File: src/rtl/irq_arbiter_pkg.sv
// Shared types and defaults for the interrupt arbiter.
package irq_pkg;

   // Arbiter FSM states; exported on the fsmState debug port.
   typedef enum logic [1:0] {
      ST_IDLE   = 2'd0,
      ST_GRANT  = 2'd1,
      ST_ASSERT = 2'd2,
      ST_HOLD   = 2'd3
   } irq_state_t;

   localparam int DEF_NSRC       = 4;
   localparam int DEF_DW         = 16;
   localparam int DEF_AW         = 32;
   localparam int DEF_VEC_STRIDE = 4;
   localparam int DEF_HOLDOFF    = 2;

   // Width of a source index; a single source still needs one bit.
   function automatic int src_w(input int n);
      return (n > 1) ? $clog2(n) : 1;
   endfunction

   localparam int DEF_SRC_W = src_w(DEF_NSRC);

endpackage

File: src/rtl/irq_arbiter_sync_edge.sv
// Per-source 2-FF synchroniser with a one-cycle rising-edge pulse.
module irq_sync_edge (
   input  logic clk,
   input  logic rst,
   input  logic level,
   output logic evt
);

   logic meta;
   logic sync;
   logic prev;

   // Two synchroniser stages, then a delayed copy of the synced level for edge detection.
   always_ff @(posedge clk or negedge rst) begin
      if (!rst) begin
         meta <= 1'b0;
         sync <= 1'b0;
         prev <= 1'b0;
      end else begin
         meta <= level;
         sync <= meta;
         prev <= sync;
      end
   end

   assign evt = sync & ~prev;

endmodule

File: src/rtl/irq_arbiter.sv
// Multi-source fixed-priority interrupt controller feeding a single CPU irq interface.
//
// CPU handshake: irq is the request (valid) and turnOffIRQ the acknowledge (ready).
// Once irq rises it stays high, with intData/intAddr/activeSrc stable, until
// turnOffIRQ is sampled high on a rising clk edge; that edge completes the transfer
// and irq is low from the next cycle. turnOffIRQ outside that window is ignored.
// Only reset can withdraw a request without an acknowledge.
module irq_arbiter
   import irq_pkg::*;
#(
   parameter int NSRC       = DEF_NSRC,
   parameter int DW         = DEF_DW,
   parameter int AW         = DEF_AW,
   parameter int VEC_STRIDE = DEF_VEC_STRIDE,
   parameter int HOLDOFF    = DEF_HOLDOFF,
   localparam int SW        = src_w(NSRC)
) (
   input  logic               clk,
   input  logic               rst,
   input  logic [NSRC-1:0]    srcLevel,
   input  logic [NSRC*DW-1:0] srcData,
   input  logic [NSRC-1:0]    srcMask,
   input  logic               intEn,
   input  logic [AW-1:0]      vectorBase,
   input  logic               turnOffIRQ,
   input  logic [NSRC-1:0]    clrOvf,
   output logic               irq,
   output logic [DW-1:0]      intData,
   output logic [AW-1:0]      intAddr,
   output logic [SW-1:0]      activeSrc,
   output logic [NSRC-1:0]    pending,
   output logic [NSRC-1:0]    overflow,
   output irq_state_t         fsmState
);

   localparam int CW = (HOLDOFF > 1) ? $clog2(HOLDOFF) : 1;

   logic [NSRC-1:0] evt;
   logic [DW-1:0]   dataReg [NSRC];
   logic [NSRC-1:0] eligible;
   logic [NSRC-1:0] grantClr;
   logic [SW-1:0]   winner;
   logic [SW-1:0]   winReg;
   logic [CW-1:0]   holdCnt;
   logic [CW-1:0]   holdCntNext;
   irq_state_t      state;
   irq_state_t      stateNext;

   for (genvar gi = 0; gi < NSRC; gi++) begin : g_src
      irq_sync_edge u_sync (
         .clk   (clk),
         .rst   (rst),
         .level (srcLevel[gi]),
         .evt   (evt[gi])
      );
   end

   assign eligible = intEn ? (pending & srcMask) : '0;
   assign fsmState = state;

   // Fixed priority: the lowest eligible index wins.
   always_comb begin
      winner = '0;
      for (int i = NSRC - 1; i >= 0; i--) begin
         if (eligible[i]) winner = SW'(i);
      end
   end

   // One-hot clear of the granted source's pending bit during GRANT.
   always_comb begin
      grantClr = '0;
      if (state == ST_GRANT) grantClr[winReg] = 1'b1;
   end

   // Pending/overflow/payload latch; a new event beats the grant clear, and an overflow set beats clrOvf.
   always_ff @(posedge clk or negedge rst) begin
      if (!rst) begin
         pending  <= '0;
         overflow <= '0;
         for (int i = 0; i < NSRC; i++) dataReg[i] <= '0;
      end else begin
         for (int i = 0; i < NSRC; i++) begin
            if (evt[i] && (!pending[i] || grantClr[i])) begin
               pending[i] <= 1'b1;
               dataReg[i] <= srcData[i*DW +: DW];
            end else if (grantClr[i]) begin
               pending[i] <= 1'b0;
            end
            if (evt[i] && pending[i] && !grantClr[i]) overflow[i] <= 1'b1;
            else if (clrOvf[i])                       overflow[i] <= 1'b0;
         end
      end
   end

   // Winner is frozen on leaving IDLE so the request is committed; outputs load in GRANT and hold after.
   always_ff @(posedge clk or negedge rst) begin
      if (!rst) begin
         winReg    <= '0;
         activeSrc <= '0;
         intData   <= '0;
         intAddr   <= '0;
      end else begin
         if (state == ST_IDLE && |eligible) winReg <= winner;
         if (state == ST_GRANT) begin
            activeSrc <= winReg;
            intData   <= dataReg[winReg];
            intAddr   <= vectorBase + (AW'(winReg) * AW'(VEC_STRIDE));
         end
      end
   end

   // FSM state and holdoff counter registers.
   always_ff @(posedge clk or negedge rst) begin
      if (!rst) begin
         state   <= ST_IDLE;
         holdCnt <= '0;
      end else begin
         state   <= stateNext;
         holdCnt <= holdCntNext;
      end
   end

   // Next-state logic; irq is decoded from ASSERT so reset drops it asynchronously.
   always_comb begin
      stateNext   = state;
      holdCntNext = holdCnt;
      irq         = 1'b0;
      case (state)
         ST_IDLE: begin
            if (|eligible) stateNext = ST_GRANT;
         end
         ST_GRANT: begin
            stateNext = ST_ASSERT;
         end
         ST_ASSERT: begin
            irq = 1'b1;
            if (turnOffIRQ) begin
               stateNext   = ST_HOLD;
               holdCntNext = CW'(HOLDOFF - 1);
            end
         end
         ST_HOLD: begin
            if (holdCnt == '0) stateNext = ST_IDLE;
            else               holdCntNext = holdCnt - CW'(1);
         end
         default: begin
            stateNext = ST_IDLE;
         end
      endcase
   end

endmodule
File: config.mk
export PLATFORM = sky130hd
export DESIGN_NAME = irq_arbiter
export DESIGN_NICKNAME = d
export VERILOG_FILES = /design/src/rtl/irq_arbiter_pkg.sv /design/src/rtl/irq_arbiter_sync_edge.sv /design/src/rtl/irq_arbiter.sv
export SDC_FILE = /design/constraint.sdc
export NUM_CORES = 1
export LEC_CHECK = 0
export CAP_MARGIN = 0
export CORE_MARGIN = 1
export CORE_UTILIZATION = 40
export DETAILED_ROUTE_END_ITERATION = 10
export GPL_TIMING_DRIVEN = 0
export PLACE_DENSITY_LB_ADDON = 0.15
export REMOVE_ABC_BUFFERS = 1
export SYNTH_ARGS = -nofsm -noshare
export SYNTH_HDL_FRONTEND = slang
export SYNTH_SLANG_ARGS = --single-unit
export TNS_END_PERCENT = 50
File: constraint.sdc
create_clock -name clk -period 2.5 [get_ports clk]
set_clock_uncertainty 0.15 [all_clocks]
set_input_delay 0.75 -clock clk [delete_from_list [all_inputs] [get_ports clk]]
set_output_delay 0.75 -clock clk [all_outputs]
set_load 0.05 [all_outputs]
==> metrics.yaml <==
outcome:
  status: "finished clean"
flow_run:
  max_cap_violations: 0
floorplanning:
  ioPinCount: 173
  die_area_sq_um: 15900
  num_rows: 45
  coreArea_sq_um: 15100
  die_h_microns: 126
  start_util_pct: 40.7
  die_width_microns: 126
yosys:
  synthTopCellsByArea: "dfrtp_1 56%, mux2_2 16%, mux4_2 5.8%"
  synth_top_area_share_pct: 56.4
  synth_area_sq_um: 6170
  yosysUniqueCellTypes: 40
  synth-seq-area-share_pct: 56.4
  synth_ff_type: "dfrtp_1"
  async_reset_ff_share_pct: 100
  syn-instance-count: 477
  yosysTopAreaCell: "dfrtp_1"
  syn_avg_cell_area_sq_um: 12.9
  synth_enable_flop_cells: 0
  yosysWarnings: 0
  ys_ff_latch: 139
sta:
  rsz0062_at_grt: "yes"
  max_freq_mhz: 408
  fin_crit_ns: 2.45
  maxSlewHeadroom_pct: 54.0
  final-setup-viol-count: 0
  worst_pin_slew_ns: 0.690
  hold_viol: 0
  post-route-period-util_pct: 98.1
  hold_slack_ns: 0.156
  drv_slew: 0
cts:
  cts_buffers: 17
  clockBufferDepth: 2
  cts_tree: "built"
  ctsHoldBuffers: 0
  h-tree-depth: 4
  insertion_delay_ns: 0.41
  clk_pin_slew_ns: 0.06
  clk_root_buffer_cell: "clkbuf_16"
  clock_sinks: 139
power:
  powerDensity_nw_per_um2: 1290
  power.total_w: 0.0117
  p_leak_nw: 3.92
  max-vdd-ir-drop_uv: 633
route:
  drt-total-wl_microns: 16300
  ant_nets: 0
  drtIter0Drc: 200
  routed_via_density: 5.37
  drt_first_pass_iters: 4
  vias: 4668
  drc: 0
  wl_per_cell_microns: 18.7
placed_design:
  numPortBuffers: 172
  dp_hpwl_microns: 10100
  gp_congestion: 0.786
final_layout:
  diodes: 0
  final_layout_size_suffix_gt1_share_pct: 26.6
  n_fill_cell: 1208
  final_nets: 787
  area_growth_pct: 46.7
global_route:
  grt_start_max_net_pins: 76
  antenna_found_initial: 0
  grt_pass1_wl_microns: 25300
  grt_pass1_vias: 4816
  track_usage_pct: 21.1
  grt-ovfl-total: 0
setup_path:
  max_stage_delay_ns: 0.80
  worstSetupPathType: "reg2out"
  r2r_end: "intAddr[23]$_DFFE_PN0N_"
  critPathBufInv: 1
  regToRegSetupSlack_ns: 0.05
  critPathCaptureType: "primary output"
  worst-path-max-fanout: 2
  cp_top_family: "buffers and inverters"
  crit_arrival_ns: 1.55
  worstPathRequired_ns: 1.60
  crit_path_top_delay_cell: "clkdlybuf4s50_1"
  r2r_cells: 5
  setup.worst_path.start_class: "flip-flop"
  r2r_start: "winReg[1]$_DFFE_PN0P_"
  crit_chain: "clkdlybuf4s50_1"
worst_hold_path:
  hp-class: "in2async"
## report_power, final
| part | internal (W) | switching [W] | total [W] | leakage (nW) |
|---|---|---|---|---|
| logic | 0.00241 | 0.00305 | 0.00546 | 2.02 |
| clock network | 0.00142 | 0.000947 | 0.00236 | 0.269 |
| registers | 0.00328 | 0.000599 | 0.00388 | 1.63 |
## sequential cells by signal, indices dropped and copies added (netlist names), 2 cells and up
register / flops
dataReg: 64
intAddr: 32
intData: 16
g_src.u_sync.meta: 4
g_src.u_sync.prev: 4
g_src.u_sync.sync: 4
overflow: 4
pending: 4
activeSrc: 2
fsmState: 2
winReg: 2
## kinds of logic (layout without fill, tap and decap cells)
family,after synthesis,in the layout,synth area share (%)
multiplexers,103,103,21.7
adder cells (fa/ha/maj),7,7,1.54
AND/OR/NAND/NOR,111,115,9.49
AO/OA/AOI/OAI,67,67,6.75
XOR/XNOR,10,10,1.42
flip-flops,139,139,56.4
buffers and inverters,40,240,2.70
## per-stage QoR
step / area, sq um / std cells / setup slack [ns] / utilization (%) / TNS (ns)
2_1_floorplan: 6050 / 450 / -1.77 / - / -137.65
4_1_cts: 8930 / 868 / 0.000518 / 59.0 / 0
6_report: 9050 / 869 / 0.0463 / 59.8 / 0
3_5_place_dp: 8150 / 816 / -0.947 / 53.8 / -34.83
3_3_place_gp: 8010 / 810 / -5.02 / 52.9 / -976.03
5_1_grt: 9050 / 869 / -0.000784 / 59.8 / -0.000784
## cells in the final DEF, fill, tap and decap left out, types with 7 or more instances in the layout
cell type	synthesis	layout
nand3_1	9	7
dfrtp_1	139	137
dlymetal6s2s_1	0	37
or4_1	16	16
clkdlybuf4s50_1	0	110
clkbuf_16	0	18
mux4_2	16	16
dlygate4sd2_1	0	23
a31oi_1	18	18
a21oi_1	17	14
nand2_1	23	22
mux2_2	87	87
nand4_1	6	7
nor2_1	30	30
o31ai_1	15	15
inv_1	12	12
xnor2_1	9	9
buf_4	0	14
## worst max-delay path by stage
stage / start / endpoint / slack, ns / depth (start not counted)
global placement: rst / dataReg[5]$_DFFE_PN0P_ / -5.02 / 1
detailed placement: vectorBase[2] / intAddr[24]$_DFFE_PN0N_ / -0.95 / 7
finish: intAddr[17]$_DFFE_PN0N_ / intAddr[17] / 0.05 / 1
CTS: activeSrc[1]$_DFFE_PN0N_ / activeSrc[1] / 0.0005 / 1
floorplan: fsmState[0]$_DFFE_PN0P_ / dataReg[32]$_DFFE_PN0P_ / -1.77 / 5
global route: winReg[1]$_DFFE_PN0P_ / intAddr[29]$_DFFE_PN0N_ / -0.0008 / 5
## per-layer routing
layer  GRT usage (%)  routed length (microns)  vias to the layer above
li1                -                        -                     2156
met1            24.4                     6470                     2324
met2            37.0                     8370                      167
met3            5.61                     1110                       21
met4            8.79                      325                        0
met5               0                        0                        -
## final cells by class
| class | count | area [sq um] | share of cell area (%) |
|---|---|---|---|
| repair buffers | 195 | 2050 | 22.7 |
| clock inverters | 11 | 95.1 | 1.05 |
| multi-input cells | 302 | 2670 | 29.5 |
| clock buffers | 21 | 460 | 5.09 |
| well taps | 188 | 235 | 2.60 |
| inverters | 13 | 48.8 | 0.539 |
| flip-flops and latches | 139 | 3490 | 38.5 |
## timing repair
action / 4_1_cts / 5_1_grt
buffers inserted: 16 / 0
gates cloned: 4 / 1
setup endpoints to repair: 103 / 70
gates resized for setup: 46 / 42
pin swaps: 8 / 2
## Yosys cell counts (all sizes together) (9+ instances only)
cell	number
mux4	16
nand2	23
dfrtp	139
inv	12
mux2	87
a21oi	17
nand3	10
o31ai	15
a31oi	18
or4	17
nor2	30
clkbuf	14
xnor2	9
buf	13
(Power assumes the default switching activity.)
